<file path="config.mk">
export PLATFORM = sky130hd
export DESIGN_NAME = exec_control
export DESIGN_NICKNAME = d
export VERILOG_FILES = /design/src/rtl/exec_control_pkg.sv /design/src/rtl/exec_control_alu_4bit.sv /design/src/rtl/exec_control.sv
export SDC_FILE = /design/constraint.sdc
export NUM_CORES = 1
export LEC_CHECK = 0
export BUFFER_PORTS_ARGS = -buffer_cell sky130_fd_sc_hd__buf_2
export CAP_MARGIN = 20
export CORE_ASPECT_RATIO = 2
export CORE_MARGIN = 10
export CORE_UTILIZATION = 50
export DETAILED_ROUTE_END_ITERATION = 12
export GPL_ROUTABILITY_DRIVEN = 0
export HOLD_SLACK_MARGIN = 0.03
export MAX_ROUTING_LAYER = met4
export PLACE_DENSITY = 0.79
export SLEW_MARGIN = 20
export SYNTH_ARGS = -nofsm -noshare
export SYNTH_HDL_FRONTEND = slang
export SYNTH_HIERARCHICAL = 1
export SYNTH_SLANG_ARGS = --single-unit
</file>
<file path="constraint.sdc">
create_clock -name clock -period 2.8 [get_ports clock]
set_input_delay 0.56 -clock clock [delete_from_list [all_inputs] [get_ports clock]]
set_output_delay 0.56 -clock clock [all_outputs]
set_load 0.01 [all_outputs]
</file>
<file path="src/rtl/exec_control_pkg.sv">
// Shared definitions for the exec_control sequencer: opcodes, FSM states, ALU ops.
package exec_control_pkg;

  localparam logic [3:0] OP_NOP = 4'h0;
  localparam logic [3:0] OP_LIT = 4'h1;
  localparam logic [3:0] OP_ADD = 4'h2;
  localparam logic [3:0] OP_SUB = 4'h3;
  localparam logic [3:0] OP_AND = 4'h4;
  localparam logic [3:0] OP_OR  = 4'h5;
  localparam logic [3:0] OP_XOR = 4'h6;
  localparam logic [3:0] OP_NOT = 4'h7;
  localparam logic [3:0] OP_CMP = 4'h8;
  localparam logic [3:0] OP_JMP = 4'h9;
  localparam logic [3:0] OP_PGH = 4'hA;
  localparam logic [3:0] OP_PGL = 4'hB;
  localparam logic [3:0] OP_JC  = 4'hC;
  localparam logic [3:0] OP_JZ  = 4'hD;
  localparam logic [3:0] OP_OUT = 4'hE;
  localparam logic [3:0] OP_HLT = 4'hF;

  typedef enum logic [1:0] {
    ST_FETCH   = 2'd0,
    ST_EXECUTE = 2'd1,
    ST_HALT    = 2'd2
  } state_e;

  typedef enum logic [2:0] {
    ALU_PASS = 3'd0,
    ALU_ADD  = 3'd1,
    ALU_SUB  = 3'd2,
    ALU_AND  = 3'd3,
    ALU_OR   = 3'd4,
    ALU_XOR  = 3'd5,
    ALU_NOT  = 3'd6
  } alu_op_e;

  // CMP shares the subtractor; opcodes without an ALU result map to PASS.
  function automatic alu_op_e alu_op_for(input logic [3:0] opcode);
    case (opcode)
      OP_ADD:         return ALU_ADD;
      OP_SUB, OP_CMP: return ALU_SUB;
      OP_AND:         return ALU_AND;
      OP_OR:          return ALU_OR;
      OP_XOR:         return ALU_XOR;
      OP_NOT:         return ALU_NOT;
      default:        return ALU_PASS;
    endcase
  endfunction

endpackage

</file>
<file path="src/rtl/exec_control_alu_4bit.sv">
// Purely combinational 4-bit ALU. Carry is the adder carry-out for ADD and
// the "no borrow" indication (acc >= operand) for SUB.
module alu_4bit
  import exec_control_pkg::*;
(
  input  logic [3:0] acc_i,
  input  logic [3:0] operand_i,
  input  alu_op_e    op_i,
  output logic [3:0] result_o,
  output logic       carry_o,
  output logic       zero_o
);

  logic [4:0] sum;
  logic [4:0] diff;

  assign sum  = {1'b0, acc_i} + {1'b0, operand_i};
  assign diff = {1'b0, acc_i} - {1'b0, operand_i};

  // Select the result and carry for the requested operation.
  always_comb begin
    result_o = operand_i;
    carry_o  = 1'b0;
    case (op_i)
      ALU_ADD: begin
        result_o = sum[3:0];
        carry_o  = sum[4];
      end
      ALU_SUB: begin
        result_o = diff[3:0];
        carry_o  = ~diff[4];
      end
      ALU_AND: result_o = acc_i & operand_i;
      ALU_OR:  result_o = acc_i | operand_i;
      ALU_XOR: result_o = acc_i ^ operand_i;
      ALU_NOT: result_o = ~acc_i;
      default: result_o = operand_i;
    endcase
  end

  assign zero_o = (result_o == 4'h0);

endmodule

</file>
<file path="src/rtl/exec_control.sv">
// Two-phase FETCH/EXECUTE sequencer with accumulator, flags, jump page and
// output port. Upstream strobes are combinational from the registered state
// so that reset and enable can gate them within the same cycle.
module exec_control
  import exec_control_pkg::*;
#(
  parameter logic [7:0] RESET_PAGE = 8'h00
) (
  input  logic        clock,
  input  logic        reset,
  input  logic        enable,
  input  logic [3:0]  instruction,
  input  logic [3:0]  operand,
  output logic        enablec,
  output logic        enablef,
  output logic        load,
  output logic [11:0] load_data,
  output logic [3:0]  accu,
  output logic        flag_c,
  output logic        flag_z,
  output logic [3:0]  out_data,
  output logic        out_valid,
  output logic        phase,
  output logic        halted
);

  state_e     state_q, state_d;
  logic [3:0] acc_q, acc_d;
  logic       flag_c_q, flag_c_d;
  logic       flag_z_q, flag_z_d;
  logic [7:0] page_q, page_d;
  logic [3:0] out_data_q, out_data_d;
  logic       out_valid_q, out_valid_d;

  logic [3:0] alu_result;
  logic       alu_carry;
  logic       alu_zero;
  logic       run;
  logic       jump_take;

  alu_4bit u_alu (
    .acc_i    (acc_q),
    .operand_i(operand),
    .op_i     (alu_op_for(instruction)),
    .result_o (alu_result),
    .carry_o  (alu_carry),
    .zero_o   (alu_zero)
  );

  // Strobes only when out of reset and enabled; jumps test pre-instruction flags.
  assign run       = reset & enable;
  assign jump_take = (instruction == OP_JMP) |
                     ((instruction == OP_JC) & flag_c_q) |
                     ((instruction == OP_JZ) & flag_z_q);
  assign enablef   = run & (state_q == ST_FETCH);
  assign enablec   = run & (state_q == ST_FETCH);
  assign load      = run & (state_q == ST_EXECUTE) & jump_take;
  assign load_data = {page_q, operand};

  assign accu      = acc_q;
  assign flag_c    = flag_c_q;
  assign flag_z    = flag_z_q;
  assign out_data  = out_data_q;
  assign out_valid = out_valid_q;
  assign phase     = (state_q == ST_EXECUTE);
  assign halted    = (state_q == ST_HALT);

  // Next-state and instruction commit; everything holds when enable is low.
  always_comb begin
    state_d     = state_q;
    acc_d       = acc_q;
    flag_c_d    = flag_c_q;
    flag_z_d    = flag_z_q;
    page_d      = page_q;
    out_data_d  = out_data_q;
    out_valid_d = 1'b0;
    if (enable) begin
      case (state_q)
        ST_FETCH: state_d = ST_EXECUTE;
        ST_EXECUTE: begin
          state_d = (instruction == OP_HLT) ? ST_HALT : ST_FETCH;
          case (instruction)
            OP_LIT, OP_AND, OP_OR, OP_XOR, OP_NOT: begin
              acc_d    = alu_result;
              flag_z_d = alu_zero;
            end
            OP_ADD, OP_SUB: begin
              acc_d    = alu_result;
              flag_z_d = alu_zero;
              flag_c_d = alu_carry;
            end
            OP_CMP: begin
              flag_z_d = alu_zero;
              flag_c_d = alu_carry;
            end
            OP_PGH: page_d[7:4] = operand;
            OP_PGL: page_d[3:0] = operand;
            OP_OUT: begin
              out_data_d  = acc_q;
              out_valid_d = 1'b1;
            end
            default: ;
          endcase
        end
        default: state_d = ST_HALT;
      endcase
    end
  end

  // State and datapath registers with synchronous active-low reset.
  always_ff @(posedge clock) begin
    if (!reset) begin
      state_q     <= ST_FETCH;
      acc_q       <= 4'h0;
      flag_c_q    <= 1'b0;
      flag_z_q    <= 1'b0;
      page_q      <= RESET_PAGE;
      out_data_q  <= 4'h0;
      out_valid_q <= 1'b0;
    end else begin
      state_q     <= state_d;
      acc_q       <= acc_d;
      flag_c_q    <= flag_c_d;
      flag_z_q    <= flag_z_d;
      page_q      <= page_d;
      out_data_q  <= out_data_d;
      out_valid_q <= out_valid_d;
    end
  end

endmodule

</file>
==> out/results.tsv <==
stage	metric	value	unit
outcome	status	finished clean	
setup_path	crit end category	register	
final_layout	# diodes	0	
setup_path	FF-to-FF path depth	8	
setup_path	Crit Path Max Fanout	7	
clocking	CTS Root Cell	clkbuf_8	
global_route	GRT busiest layer	met2	
clocking	clock slew at reported path FFs	0.08	ns
sta	final period utilization	84.5	%
clocking	CTS tree	built	
route	Starting DRT DRC Count	47	
power	internal cell power	0.472	mW
synthesis	part of the Yosys area used for sequential elements	23.5	%
setup_path	crit path DAT	2.56	ns
sta	worst hold slack	0.456	ns
hold_path	hold depth	2	
sta	worst setup margin	0.434	ns
setup_path	CP Launch Type	register	
synthesis	Syn Std Cell Area	0.00179	mm2
route	routed vias/inst	5.59	
setup_path	Critical Path Source	accu[1]	
clocking	setup bufs post-CTS	0	
synthesis	post-synthesis async set-or-reset flop share	0	%
global_route	gr usage total	13.9	%
route	First-pass DRT Iterations	4	
floorplanning	effective utilization at floorplan	52.3	%
final_layout	Finished Layout Cells	288	
floorplanning	Cell Rows	30	
final_layout	register area	420	um2
global_route	GRT met3 Usage	1.73	%
power	Lkg Pwr	0.888	nW
setup_path	reg2reg end	flag_z	
synthesis	Yosys top cell by area	dfxtp_1	
floorplanning	die area	0.00651	mm2
floorplanning	I/O pin count	39	
final_layout	layout cells sized above 1	27.9	%
sta	final number of setup-violating endpoints	0	
global_route	Remaining Overflow, GRT	0	
power	P_sw	0.208	mW
sta	pins over their slew limit	0	
synthesis	post-synthesis cell count	210	
setup_path	r2r setup slk	0.43	ns
synthesis	synth top area cells	dfxtp_1 24%, ha_1 8.4%, mux2i_1 5.0%	
route	drt drc	0	
floorplanning	Die H	105	um
clocking	H-tree Lvls	1	
global_route	initial antenna violation count	0	
place	Cells after DPL	284	
power	clock share of power	28.8	%
synthesis	Yosys warning count	6	
global_route	grt met2 use	25.7	%
power	pwr dens	342	mW/mm2
place	PortBufs	38	
clocking	clk_lat worst skew	0.26	ns
final_layout	FILL cells	314	
power	sequential share of power	45.1	%
floorplanning	Core Region	0.00342	mm2
final_layout	Synth-to-Final Area Change	11.4	%
flow_run	Max-Cap Viols	0	
power	Sw Ratio	30.6	%
setup_path	launch point of the worst reg-to-reg path	accu[1]	
power	Comb pwr share	26.1	%
place	pre-CTS WS	0.227	ns
synthesis	Post-synth top flop	dfxtp_1	
setup_path	kind of critical path	register to register	
clocking	Clock Sinks	21	
clocking	Clock Path Buffers	2	
synthesis	EDFF count, synth	0	
clocking	total CTS buffers	3	
route	routed wire length	4440	um
sta	slew margin rel.	63.9	%
setup_path	Critical Path End	flag_z	
sta	slew at the pin closest to its max-slew limit	0.539	ns
sta	post-route setup TNS	0	ns
synthesis	Post-Syn Area per Cell	8.50	um2
sta	Max Clock Skew	0.00450	ns
synthesis	post-synth cell types	49	
global_route	met1 usage	13.0	%
route	Detail Route Antenna Nets	0	
route	routed via count	1610	
synthesis	syn_nets	235	
place	DP Wirelength	3640	um
final_layout	layout net count	266	
floorplanning	Die W	62.3	um
final_layout	Finished Core Util	58.2	%
power	VDD IR max	344	uV
synthesis	Synth Register Bits	21	
global_route	global-route wire length before repair	7460	um
setup_path	WP data required	3.00	ns
sta	Final Hold Fails	0	
clocking	CTS Hold Bufs	0	
clocking	Resize count post-CTS	0	
synthesis	top-area cell type share of the netlist area	23.5	%
global_route	largest net degree at the start of global routing	18	
sta	fin crit period	2.37	ns
sta	Max Clk Rate	423	MHz
final_layout	Multi-input gate area	0.00114	mm2
route	drt wl/cell	15.4	um
sta	RSZ-0062 raised after global routing	no	
hold_path	Tightest Hold Check Type	register to register	
global_route	vias in the first global route	1638	
## worst min path at each step
stage | start | end | slack [ns]
global route | out_data[0] | out_data[0] | 0.49
floorplan | page_q[4] | page_q[4] | 0.48
finish | page_q[5] | page_q[5] | 0.46
CTS | page_q[6] | page_q[6] | 0.46
global placement | page_q[5] | page_q[5] | 0.44
detailed placement | page_q[6] | page_q[6] | 0.45
## area by class of cell
class	instances	area share, %
clock buffers	3	2.08
inverters	17	3.21
flip-flops and latches	21	21.1
well taps	48	3.02
multi-input cells	155	57.6
clock inverters	1	0.252
repair buffers	43	12.7
## sequential cells by signal, summed over array words and instances, names as in the netlist
name       flops
flag_c         1
accu           4
page_q         8
flag_z         1
out_valid      1
out_data       4
state_q        2
## stage by stage
| step | total power, mW | area, um2 |
|---|---|---|
| 6_report | 0.681 | 1990 |
| 3_3_place_gp | 0.489 | 1940 |
| 4_1_cts | 0.689 | 1990 |
| 3_5_place_dp | 0.491 | 1940 |
| 5_1_grt | 0.719 | 1990 |
| 2_1_floorplan | 0.454 | 1790 |
## placed cells by master, fill, tap and decap left out, types with 5 or more instances in the layout
cell type,instances
mux2i_1,9
inv_1,17
a211oi_1,5
ha_1,12
nand3_1,14
o21ai_0,12
a21oi_1,7
dfxtp_1,21
buf_2,38
nand2_1,22
o21ai_1,12
nor2_1,12
## critical path, stage by stage (launching register included)
cell and delay (ns):
dfxtp_1 0.50, inv_1 0.13, ha_1 0.35, a211oi_1 0.51, o31a_1 0.23, a31oi_2 0.12, nor4_2 0.26, nand2_1 0.08
mux2i_1 0.11
## cell families after synthesis
| family | Yosys count | share of synthesized area [%] |
|---|---|---|
| adders and majority gates | 14 | 10.7 |
| and+or+nand+nor | 77 | 25.5 |
| muxes | 11 | 7.57 |
| DFF | 21 | 23.5 |
| xor gates and xnor gates | 1 | 0.491 |
| AOI/OAI and AO/OA | 52 | 19.9 |
| buffers and inverters | 34 | 12.3 |
## cell usage after synthesis, types with 3 or more instances
cell	n
a211oi_1	5
a211oi_2	3
a21oi_1	7
and2b_2	3
buf_4	6
buf_6	5
clkbuf_8	3
dfxtp_1	21
ha_1	12
inv_1	17
mux2i_1	9
nand2_1	22
nand2b_1	3
nand3_1	14
nor2_1	12
nor2b_1	3
nor3_1	4
o21ai_0	13
o21ai_1	11
## power groups by stage
stage	combinational [mW]	clock, mW	sequential (mW)
floorplan	0.141	0	0.314
global placement	0.175	0	0.314
detailed placement	0.177	0	0.314
CTS	0.178	0.204	0.307
global route	0.197	0.215	0.308
finish	0.178	0.196	0.307
## routing by layer
| metal | vias to the layer above | routed length, um |
|---|---|---|
| met4 | 0 | 223 |
| met2 | 50 | 2440 |
| met3 | 16 | 125 |
| met5 | - | 0 |
| li1 | 798 | - |
| met1 | 746 | 1650 |
Note: power is estimated with default switching activity, not from simulation.
